[config.mk]
export PLATFORM = sky130hd
export DESIGN_NAME = dm_initiator
export DESIGN_NICKNAME = d
export VERILOG_FILES = /design/src/rtl/dm_initiator.sv
export SDC_FILE = /design/constraint.sdc
export NUM_CORES = 1
export LEC_CHECK = 0
export CAP_MARGIN = 20
export CORE_MARGIN = 4
export CORE_UTILIZATION = 30
export CTS_BUF_LIST = sky130_fd_sc_hd__clkbuf_16
export DETAILED_ROUTE_END_ITERATION = 10
export GPL_TIMING_DRIVEN = 0
export PLACE_DENSITY = 0.56
export SETUP_SLACK_MARGIN = 0.1
export SKIP_LAST_GASP = 1
export SYNTH_ARGS = -nofsm -noshare
export SYNTH_HDL_FRONTEND = slang
export SYNTH_SLANG_ARGS = --single-unit
[constraint.sdc]
create_clock -name clk -period 1.8 [get_ports clk]
set_input_delay 0.18 -clock clk [delete_from_list [all_inputs] [get_ports clk]]
set_output_delay 0.18 -clock clk [all_outputs]
set_load 0.01 [all_outputs]
[src/rtl/dm_initiator.sv]
// Memory-stage initiator: turns CPU load/store requests into word-wide req/ack
// bus transactions, with read-merge-write for sub-word stores and lane-extracted loads.
module dm_initiator #(
  parameter int TIMEOUT = 255
) (
  input  logic        clk,
  input  logic        reset,
  input  logic        cpu_req,
  input  logic        cpu_we,
  input  logic [1:0]  cpu_size,
  input  logic        cpu_signed,
  input  logic [31:0] cpu_addr,
  input  logic [31:0] cpu_wdata,
  output logic [31:0] cpu_rdata,
  output logic        cpu_done,
  output logic        cpu_err,
  output logic        cpu_stall,
  output logic        mem_req,
  output logic        mem_we,
  output logic [31:0] mem_addr,
  output logic [31:0] mem_wdata,
  input  logic        mem_ack,
  input  logic [31:0] mem_rdata
);

  localparam logic [2:0] IDLE = 3'd0;
  localparam logic [2:0] RD   = 3'd1;
  localparam logic [2:0] MRG  = 3'd2;
  localparam logic [2:0] WR   = 3'd3;
  localparam logic [2:0] RESP = 3'd4;

  localparam logic [1:0] SZ_BYTE = 2'b00;
  localparam logic [1:0] SZ_HALF = 2'b01;
  localparam logic [1:0] SZ_WORD = 2'b10;

  localparam int CW = (TIMEOUT > 1) ? $clog2(TIMEOUT + 1) : 1;

  logic [2:0]    state_q, state_d;
  logic          we_q, we_d;
  logic [1:0]    size_q, size_d;
  logic          signed_q, signed_d;
  logic [1:0]    off_q, off_d;
  logic [15:0]   wdata_q, wdata_d;
  logic          mem_req_q, mem_req_d;
  logic          mem_we_q, mem_we_d;
  logic [31:0]   mem_addr_q, mem_addr_d;
  logic [31:0]   mem_wdata_q, mem_wdata_d;
  logic [31:0]   cpu_rdata_q, cpu_rdata_d;
  logic          cpu_err_q, cpu_err_d;
  logic [CW-1:0] cnt_q, cnt_d;

  logic          misaligned;
  logic          ack;
  logic [CW-1:0] cnt_inc;
  logic          timeout_hit;

  function automatic logic [31:0] extract(input logic [31:0] word, input logic [1:0] off,
                                          input logic [1:0] size, input logic sgn);
    logic [31:0] lane;
    lane = word >> {off, 3'b000};
    case (size)
      SZ_BYTE: extract = {{24{sgn & lane[7]}}, lane[7:0]};
      SZ_HALF: extract = {{16{sgn & lane[15]}}, lane[15:0]};
      default: extract = word;
    endcase
  endfunction

  function automatic logic [31:0] merge(input logic [31:0] word, input logic [1:0] off,
                                        input logic [1:0] size, input logic [15:0] data);
    logic [31:0] mask;
    logic [4:0]  sh;
    sh   = {off, 3'b000};
    mask = (size == SZ_BYTE) ? (32'h0000_00FF << sh) : (32'h0000_FFFF << sh);
    merge = (word & ~mask) | (({16'h0000, data} << sh) & mask);
  endfunction

  assign misaligned = (cpu_size == 2'b11)
                    | ((cpu_size == SZ_HALF) & cpu_addr[0])
                    | ((cpu_size == SZ_WORD) & (|cpu_addr[1:0]));

  // An ack is only meaningful while a transaction is actually on the bus.
  assign ack         = mem_req_q & mem_ack;
  assign cnt_inc     = cnt_q + 1'b1;
  assign timeout_hit = (TIMEOUT != 0) && (cnt_inc == CW'(TIMEOUT));

  always_comb begin
    // NOTE: every _d starts as its _q so no path through the case leaves a signal unassigned (no latches).
    state_d     = state_q;
    we_d        = we_q;
    size_d      = size_q;
    signed_d    = signed_q;
    off_d       = off_q;
    wdata_d     = wdata_q;
    mem_req_d   = mem_req_q;
    mem_we_d    = mem_we_q;
    mem_addr_d  = mem_addr_q;
    mem_wdata_d = mem_wdata_q;
    cpu_rdata_d = cpu_rdata_q;
    cpu_err_d   = cpu_err_q;
    cnt_d       = cnt_q;

    case (state_q)
      IDLE: begin
        if (cpu_req) begin
          we_d        = cpu_we;
          size_d      = cpu_size;
          signed_d    = cpu_signed;
          off_d       = cpu_addr[1:0];
          wdata_d     = cpu_wdata[15:0];
          cpu_rdata_d = '0;
          cpu_err_d   = 1'b0;
          if (misaligned) begin
            cpu_err_d = 1'b1;
            state_d   = RESP;
          end else begin
            mem_addr_d = {cpu_addr[31:2], 2'b00};
            mem_req_d  = 1'b1;
            cnt_d      = '0;
            if (cpu_we && (cpu_size == SZ_WORD)) begin
              mem_we_d    = 1'b1;
              mem_wdata_d = cpu_wdata;
              state_d     = WR;
            end else begin
              mem_we_d = 1'b0;
              state_d  = RD;
            end
          end
        end
      end
      RD: begin
        if (ack) begin
          mem_req_d = 1'b0;
          if (we_q) begin
            mem_wdata_d = merge(mem_rdata, off_q, size_q, wdata_q);
            state_d     = MRG;
          end else begin
            cpu_rdata_d = extract(mem_rdata, off_q, size_q, signed_q);
            state_d     = RESP;
          end
        end else if (timeout_hit) begin
          mem_req_d = 1'b0;
          cpu_err_d = 1'b1;
          state_d   = RESP;
        end else begin
          cnt_d = cnt_inc;
        end
      end
      MRG: begin
        mem_req_d = 1'b1;
        mem_we_d  = 1'b1;
        cnt_d     = '0;
        state_d   = WR;
      end
      WR: begin
        if (ack || timeout_hit) begin
          mem_req_d = 1'b0;
          mem_we_d  = 1'b0;
          cpu_err_d = ~ack;
          state_d   = RESP;
        end else begin
          cnt_d = cnt_inc;
        end
      end
      RESP:    state_d = IDLE;
      default: state_d = IDLE;
    endcase
  end

  always_ff @(posedge clk or negedge reset) begin
    if (!reset) begin
      state_q     <= IDLE;
      we_q        <= 1'b0;
      size_q      <= '0;
      signed_q    <= 1'b0;
      off_q       <= '0;
      wdata_q     <= '0;
      mem_req_q   <= 1'b0;
      mem_we_q    <= 1'b0;
      mem_addr_q  <= '0;
      mem_wdata_q <= '0;
      cpu_rdata_q <= '0;
      cpu_err_q   <= 1'b0;
      cnt_q       <= '0;
    end else begin
      // NOTE: non-blocking assignments so every flop updates from pre-edge values.
      state_q     <= state_d;
      we_q        <= we_d;
      size_q      <= size_d;
      signed_q    <= signed_d;
      off_q       <= off_d;
      wdata_q     <= wdata_d;
      mem_req_q   <= mem_req_d;
      mem_we_q    <= mem_we_d;
      mem_addr_q  <= mem_addr_d;
      mem_wdata_q <= mem_wdata_d;
      cpu_rdata_q <= cpu_rdata_d;
      cpu_err_q   <= cpu_err_d;
      cnt_q       <= cnt_d;
    end
  end

  assign cpu_done  = (state_q == RESP);
  assign cpu_err   = cpu_err_q;
  assign cpu_rdata = cpu_rdata_q;
  assign cpu_stall = cpu_req & ~cpu_done;
  assign mem_req   = mem_req_q;
  assign mem_we    = mem_we_q;
  assign mem_addr  = mem_addr_q;
  assign mem_wdata = mem_wdata_q;

endmodule

# ---- Yosys cells after proc, flatten, opt, wreduce, memory -nomap -nowiden
# Cells that the tools add are included.
# W data, S select, Z words.
dict set report word_totals {
  ff_bits 130
  input_bits 104
  word_cells 114
  output_inout_bits 101
}
dict set report classes {
  mux 42
  add_sub_neg 1
  eq_ne 21
  n_reduce_logical 18
  shifts 4
  bitwise_logic 15
}
# operator n
set ops {}
lappend ops {{$mux W32} 9}
lappend ops {{$pmux W32 S2} 3}
lappend ops {{$and A32 B32 Y32} 2}
lappend ops {{$mux W8} 5}
lappend ops {{$not A32 Y32} 1}
lappend ops {{$or A32 B32 Y32} 1}
lappend ops {{$pmux W8 S4} 1}
lappend ops {{$shl A16 B5 Y32} 1}
lappend ops {{$shl A16 B5 Y32 const A} 1}
lappend ops {{$shl A8 B5 Y32 const A} 1}
lappend ops {{$shr A32 B5 Y16} 1}
lappend ops {{$ne A2 B2 Y1 const B} 11}
lappend ops {{$mux W3} 6}
lappend ops {{$mux W1} 13}
lappend ops {{$pmux W3 S4} 1}
lappend ops {{$reduce_and A6 Y1} 2}
lappend ops {{$reduce_and A5 Y1} 2}
lappend ops {{$add A8 B1 Y8 const B} 1}
lappend ops {{$eq A8 B8 Y1 const B} 1}
lappend ops {{$reduce_and A4 Y1} 2}
lappend ops {{$and A1 B1 Y1} 6}
lappend ops {{$eq A3 B2 Y1 const B} 2}
lappend ops {{$pmux W1 S3} 2}
lappend ops {{$reduce_and A3 Y1} 2}
lappend ops {{other kinds (18)} 24}

# ---- Longest topological paths before layout
# Gate-level depths: netlist (run 1).
dict set report logic_depth {
  depth_word 8
  depth_mapped 8
  mapped_depth_nobuf 6
}

# ---- Worst setup path before layout (run 1)
# Ideal clock, no wire load.
dict set report synth_path {
  path_type {reg2reg}
  startpoint {reg off_q[1]}
  endpoint {reg cpu_rdata_q[22], in the netlist cpu_rdata[22]}
  arrival_time_ps 1905
  path_stages_with_launch 9
  synth_period_minus_slack_ps 2031
  required_time_ps 1674
  setup_slack_ps -231
  setup_time_ps 126
  cell_sequence {dfrtp_1 > clkbuf_1 > mux4_2 > nor2b_1 > a21oi_1 > and4bb_1 > buf_4 > buf_6 > a221o_1}
}
dict set report synth_via {
  elab_chain_len 6
}
# item line
set synth_lines {}
lappend synth_lines {{from (decl)} 42} ;# logic [1:0] off_q, off_d;
lappend synth_lines {{from (signal assigned)} 175} ;# off_q <= '0;
lappend synth_lines {{from (signal assigned)} 190} ;# off_q <= off_d;
lappend synth_lines {{$shr A32 B5 Y16 *} 60} ;# lane = word >> {off, 3'b000};
lappend synth_lines {{$and A1 B1 Y1 (on tied branches)} {63, 62}}
lappend synth_lines {{$pmux W32 S2 *} 61} ;# case (size)
lappend synth_lines {{$mux W32 *} 133} ;# if (we_q) begin
lappend synth_lines {{$mux W32 *} 131} ;# if (ack) begin
lappend synth_lines {{$pmux W32 S2 *} 102} ;# case (state_q)
lappend synth_lines {{to (signal assigned)} 196} ;# cpu_rdata_q <= cpu_rdata_d;
lappend synth_lines {{to (decl)} 48} ;# logic [31:0] cpu_rdata_q, cpu_rdata_d;
# Mark *: on every way between the ends. The rest lies on a longest branch, timed or not. The select of a mux whose other input is x is not followed.
# A chain may end at the register's enable or synchronous reset.

# ---- Worst setup path after layout (run 1)
dict set report layout_path {
  startpoint {reg state_q[1]}
  endpoint {reg cpu_rdata_q[29], in the netlist cpu_rdata[29]}
}
dict set report layout_via {
  elab_chain_len 3
}
# item line
set layout_lines {}
lappend layout_lines {{from (decl)} 38} ;# logic [2:0] state_q, state_d;
lappend layout_lines {{from (signal assigned)} 186} ;# state_q <= state_d;
lappend layout_lines {{$eq A3 B1 Y1 / $logic_not A3 Y1 (equally long branches)} 102}
lappend layout_lines {{$ne A2 B2 Y1 (no line) / $reduce_bool A2 Y1 (equally long branches)} n/a}
lappend layout_lines {{$reduce_and A4 Y1 (no line)} n/a}
# Parallel ways exist; a longest one is shown, timed or not.

==> impl.org, run 1 <==
** Layout
- Final layout net count :: 1031
- Sequential cell area :: 3260 um^2
- # fillers :: 1961
- Fraction of final layout cells sized beyond drive strength 1 :: 0.277
- Leaving out fill and tap cells, the most frequent cell in the layout is sky130_fd_sc_hd__clkdlybuf4s50_1.
- Final standard cell area without fillers :: 10800 um^2
- The area growth from synthesis to layout is 62.9%.
- In the layout the commonest cells are sky130_fd_sc_hd__clkdlybuf4s50_1 (196), sky130_fd_sc_hd__dfrtp_1 (123), sky130_fd_sc_hd__nand2_1 (97).
- The multi-input combinational cells in the finished layout cover a total of 3460 um^2.

** Critical path
- The worst setup path is launched from a flip-flop.
- The worst register-to-register path has a depth of 8.
- Critical path arrival :: 2.50 ns
- Data on the critical path is required at its endpoint by 2.16 ns.
- The worst setup path is captured at a flip-flop.
- Maximum fanout count along the critical path :: 5
- The critical path in this run is classified as flip-flop to flip-flop.

** Floorplanning
- The initial utilization of the core area, before any placement, comes to 0.305.
- In this run the core area contains 54 standard-cell rows.
- The die is 157 um wide.
- Number of top-level design ports :: 205
- Area enclosed by the die boundary :: 24500 um^2
- In this run the standard cell core region covers 21800 um^2.
- The die is 157 um tall.

** Clock tree
- The number of clock buffers added by TritonCTS is 17.
- H-tree depth reported by CTS :: 4
- Clock-pin slew on the worst setup and hold paths :: 0.06 ns
- CTS saw 130 sinks.
- Largest buffer count on any clock path :: 2
- Clock tree from TritonCTS :: built
- The tree is rooted in a sky130_fd_sc_hd__clkbuf_16.
- At the later pin of the worst-skew pair, clock insertion delay measures 0.42 ns.

** STA
- Final setup violation count :: 69
- The final max-slew violation count came to 0.
- Setup repair after global routing could not meet its margin everywhere.
- Maximum clock rate :: 467 MHz
- Transition time at the pin with the least slew margin :: 0.558 ns
- Worst path setup slack after routing :: -0.342 ns
- For the final database, setup skew stands at 0.0126 ns.
- In this run the tightest slew margin relative to its limit is 0.628.
- Number of hold-slack violations in the final timing report :: 0
- The worst path in the final design needs a cycle of 2.14 ns, including I/O delays and setup.
- Dividing the final minimum period by the clock period gives 1.19.

** Logic synthesis
- Number of instances in the synthesized netlist :: 652
- The synthesized netlist occupies a cell area of 6630 um^2.
- Simple-Gate Fraction of Synth Area :: 0.108
- In the synthesized netlist the dominant register cell turns out to be sky130_fd_sc_hd__dfrtp_1.
- Of the total synthesized cell area, the portion taken by full adders, half adders and majority gates is 0.00377.
- During synthesis, Yosys emitted a total of 0 warnings.
- The synthesized design contains 0 enable-type register cells.
- After synthesis, the largest family of logic cells by area is compound AO/OA/AOI/OAI gates.
- Post-synthesis xor/xnor area fraction :: 0.00264
- Share of synthesized registers carrying an async set or reset :: 1.00
- The portion of synthesized area spent on multiplexers is 0.171.
- After synthesis the netlist holds a flip-flop and latch count of 130.
- Distinct cell type count of the synthesized netlist :: 55
- For this run, the register share of the synthesized area comes to 0.491.
- The fraction of the mapped netlist area in compound gates came to 0.178.
- Post-Syn Area per Cell :: 10.2 um^2

** Global route
- Global routing finished with a remaining overflow of 0.
- Largest net degree at the start of global routing :: 76
- Antenna violations before repair :: 5
- Wire length of the first global-routing pass :: 35900 um
- Number of global-route vias before repair :: 6210
- Aggregate global-route resource usage :: 0.190

** Routing
- In this run, the number of DRC markers left after iteration 0 of detailed routing was 487.
- DR vias/cell :: 5.11
- Detailed routing inserted a total of 6224 vias.
- After detailed routing, the average wire length per cell comes to 19.9 um.
- Number of detailed-routing iterations run before antenna repair :: 7
- Wire length after detailed routing :: 24300 um
- The detail route stage leaves a number of antenna-violating nets equal to 0.
- Drc violations :: 0

** Run status
- The flow ran to the end, but the final reports show violations.
- The checks that failed: negative setup slack.

** Power and ir drop
- Design internal power :: 11.9 mW
- VDD sags by at most 0.820 mV.
- For this design the total switching power over the nets is 7.12 mW.
- Leak Pwr :: 4.67 nW
- Part of the total power dissipated in the clock network :: 0.187
- Dividing total power by cell area gives a power density of 1760 nW/um^2.
- Summing internal, switching and leakage power gives 19.0 mW.
- The share of total power dissipated in sequential elements is 0.262.
- Of the total power, combinational logic draws 0.551.
- Switching Share :: 0.375

** Placed design
- IO buf count :: 202
- Routability-driven placement finished with a final weighted congestion of 0.884.
- Once placement finished, the instance area stood at 9080 um^2.
- The HPWL after detailed placement is 17100 um.

** Flow run
- Max-capacitance violation count :: 0

** Hold path
- WHS Path Cells :: 3
- The tightest min-delay check is of the input port to flip-flop type.
## layout make-up
type,instances,share of cell area
Multi-Input combinational cell,455,0.320
Sequential cell,130,0.302
Timing Repair Buffer,255,0.237
Buffer,46,0.0459
Clock buffer,17,0.0394
Tap cell,280,0.0324
Clock inverter,15,0.0155
Inverter,20,0.00695
Antenna cell,1,0.000232
## logic make-up after synthesis
group,after synthesis
fa+ha+maj,2
mux,104
compound gates,178
buf+inv,68
simple gates,167
flops,130
xor+xnor,2
other cells,1
## state kept, by name (all words and copies together) (netlist names), 2 cells and up
name	count
state_q	3
wdata_q	16
mem_addr	30
mem_wdata	32
cnt_q	8
cpu_rdata	32
off_q	2
size_q	2
## worst max-delay path, cell delays in order (launching register included)
cell,delay [ns]
sky130_fd_sc_hd__dfrtp_1,0.37
sky130_fd_sc_hd__buf_6,0.13
sky130_fd_sc_hd__or4b_4,0.51
sky130_fd_sc_hd__buf_6,0.14
sky130_fd_sc_hd__a211oi_4,0.26
sky130_fd_sc_hd__and4bb_1,0.29
sky130_fd_sc_hd__buf_6,0.16
sky130_fd_sc_hd__buf_8,0.12
sky130_fd_sc_hd__a221o_1,0.12
## power by group through the flow
stage	clock, mW	combinational, mW	sequential, mW
floorplan	0	4.36	5.27
finish	3.54	10.5	4.98
global placement	0	8.38	4.90
detailed placement	0	8.40	4.93
CTS	3.61	9.18	4.95
global route	3.75	11.3	5.16
## through the flow
stage,util,hold slack (ns),cells,setup WS (ns),TNS [ns]
5_1_grt,0.497,0.223,1219,-0.432,-19.92
4_1_cts,0.472,0.208,1199,-0.328,-12.15
2_1_floorplan,-,-0.116,653,-0.166,-8.68
6_report,0.497,0.236,1219,-0.342,-12.07
3_5_place_dp,0.417,0.188,1136,-0.930,-81.70
3_3_place_gp,0.416,0.452,1135,-5.13,-747.73
## cells in the mapped netlist (all sizes together), types with 4 or more instances
cell type | n | area (um^2)
o221ai | 7 | 61.3
nor2b | 5 | 31.3
nand2b | 4 | 25.0
clkbuf | 27 | 101
mux2 | 64 | 721
o22ai | 11 | 68.8
a21oi | 20 | 100
a221o | 18 | 180
inv | 19 | 71.3
mux2i | 39 | 390
buf | 21 | 126
a22oi | 8 | 60.1
nor2 | 26 | 97.6
dfrtp | 130 | 3250
nand3 | 7 | 35.0
nand2 | 108 | 405
a31oi | 4 | 25.0
a22o | 9 | 78.8
nor3 | 5 | 25.0
o31ai | 7 | 57.6
o21ai | 76 | 380
## layer usage
layer / share of wire / up-vias / global-route usage / wire, um
met5: 0.0022 / - / 0 / 53
met4: 0.019 / 8 / 0.0455 / 452
met3: 0.092 / 41 / 0.0785 / 2240
met2: 0.46 / 275 / 0.290 / 11100
met1: 0.43 / 3003 / 0.251 / 10400
li1: - / 2897 / - / -
## final timing paths
path / from / end / slack, ns
min in group asynchronous: reset / cpu_rdata[25] / 0.29
worst max register to register: state_q[1] / cpu_rdata[29] / -0.34
worst max-delay path: state_q[1] / cpu_rdata[29] / -0.34
worst min register to register: cpu_rdata[3] / cpu_rdata[3] / 0.46
max in group asynchronous: reset / mem_wdata[6] / 0.69
worst min-delay path: cpu_size[0] / size_q[0] / 0.24
## timing repair
action	in CTS	in global routing
pin swaps	17	18
setup buffers	27	18
endpoints found under the hold margin	55	0
gates cloned	4	2
resized for setup	104	143
hold buffers	1	0
setup endpoints to repair	131	129
No activity file was read; power rests on OpenSTA's default activity.
==> run 2, diff against run 1 <==
--- a/config.mk
+++ b/config.mk
@@ -9,6 +9,7 @@
 export CORE_MARGIN = 4
 export CORE_UTILIZATION = 30
 export CTS_BUF_LIST = sky130_fd_sc_hd__clkbuf_16
+export CTS_CLUSTER_DIAMETER = 100
 export DETAILED_ROUTE_END_ITERATION = 10
 export GPL_TIMING_DRIVEN = 0
 export PLACE_DENSITY = 0.56
==> results of run 2 <==
No change in the layout: final DEF, timing and power equal those of run 1.
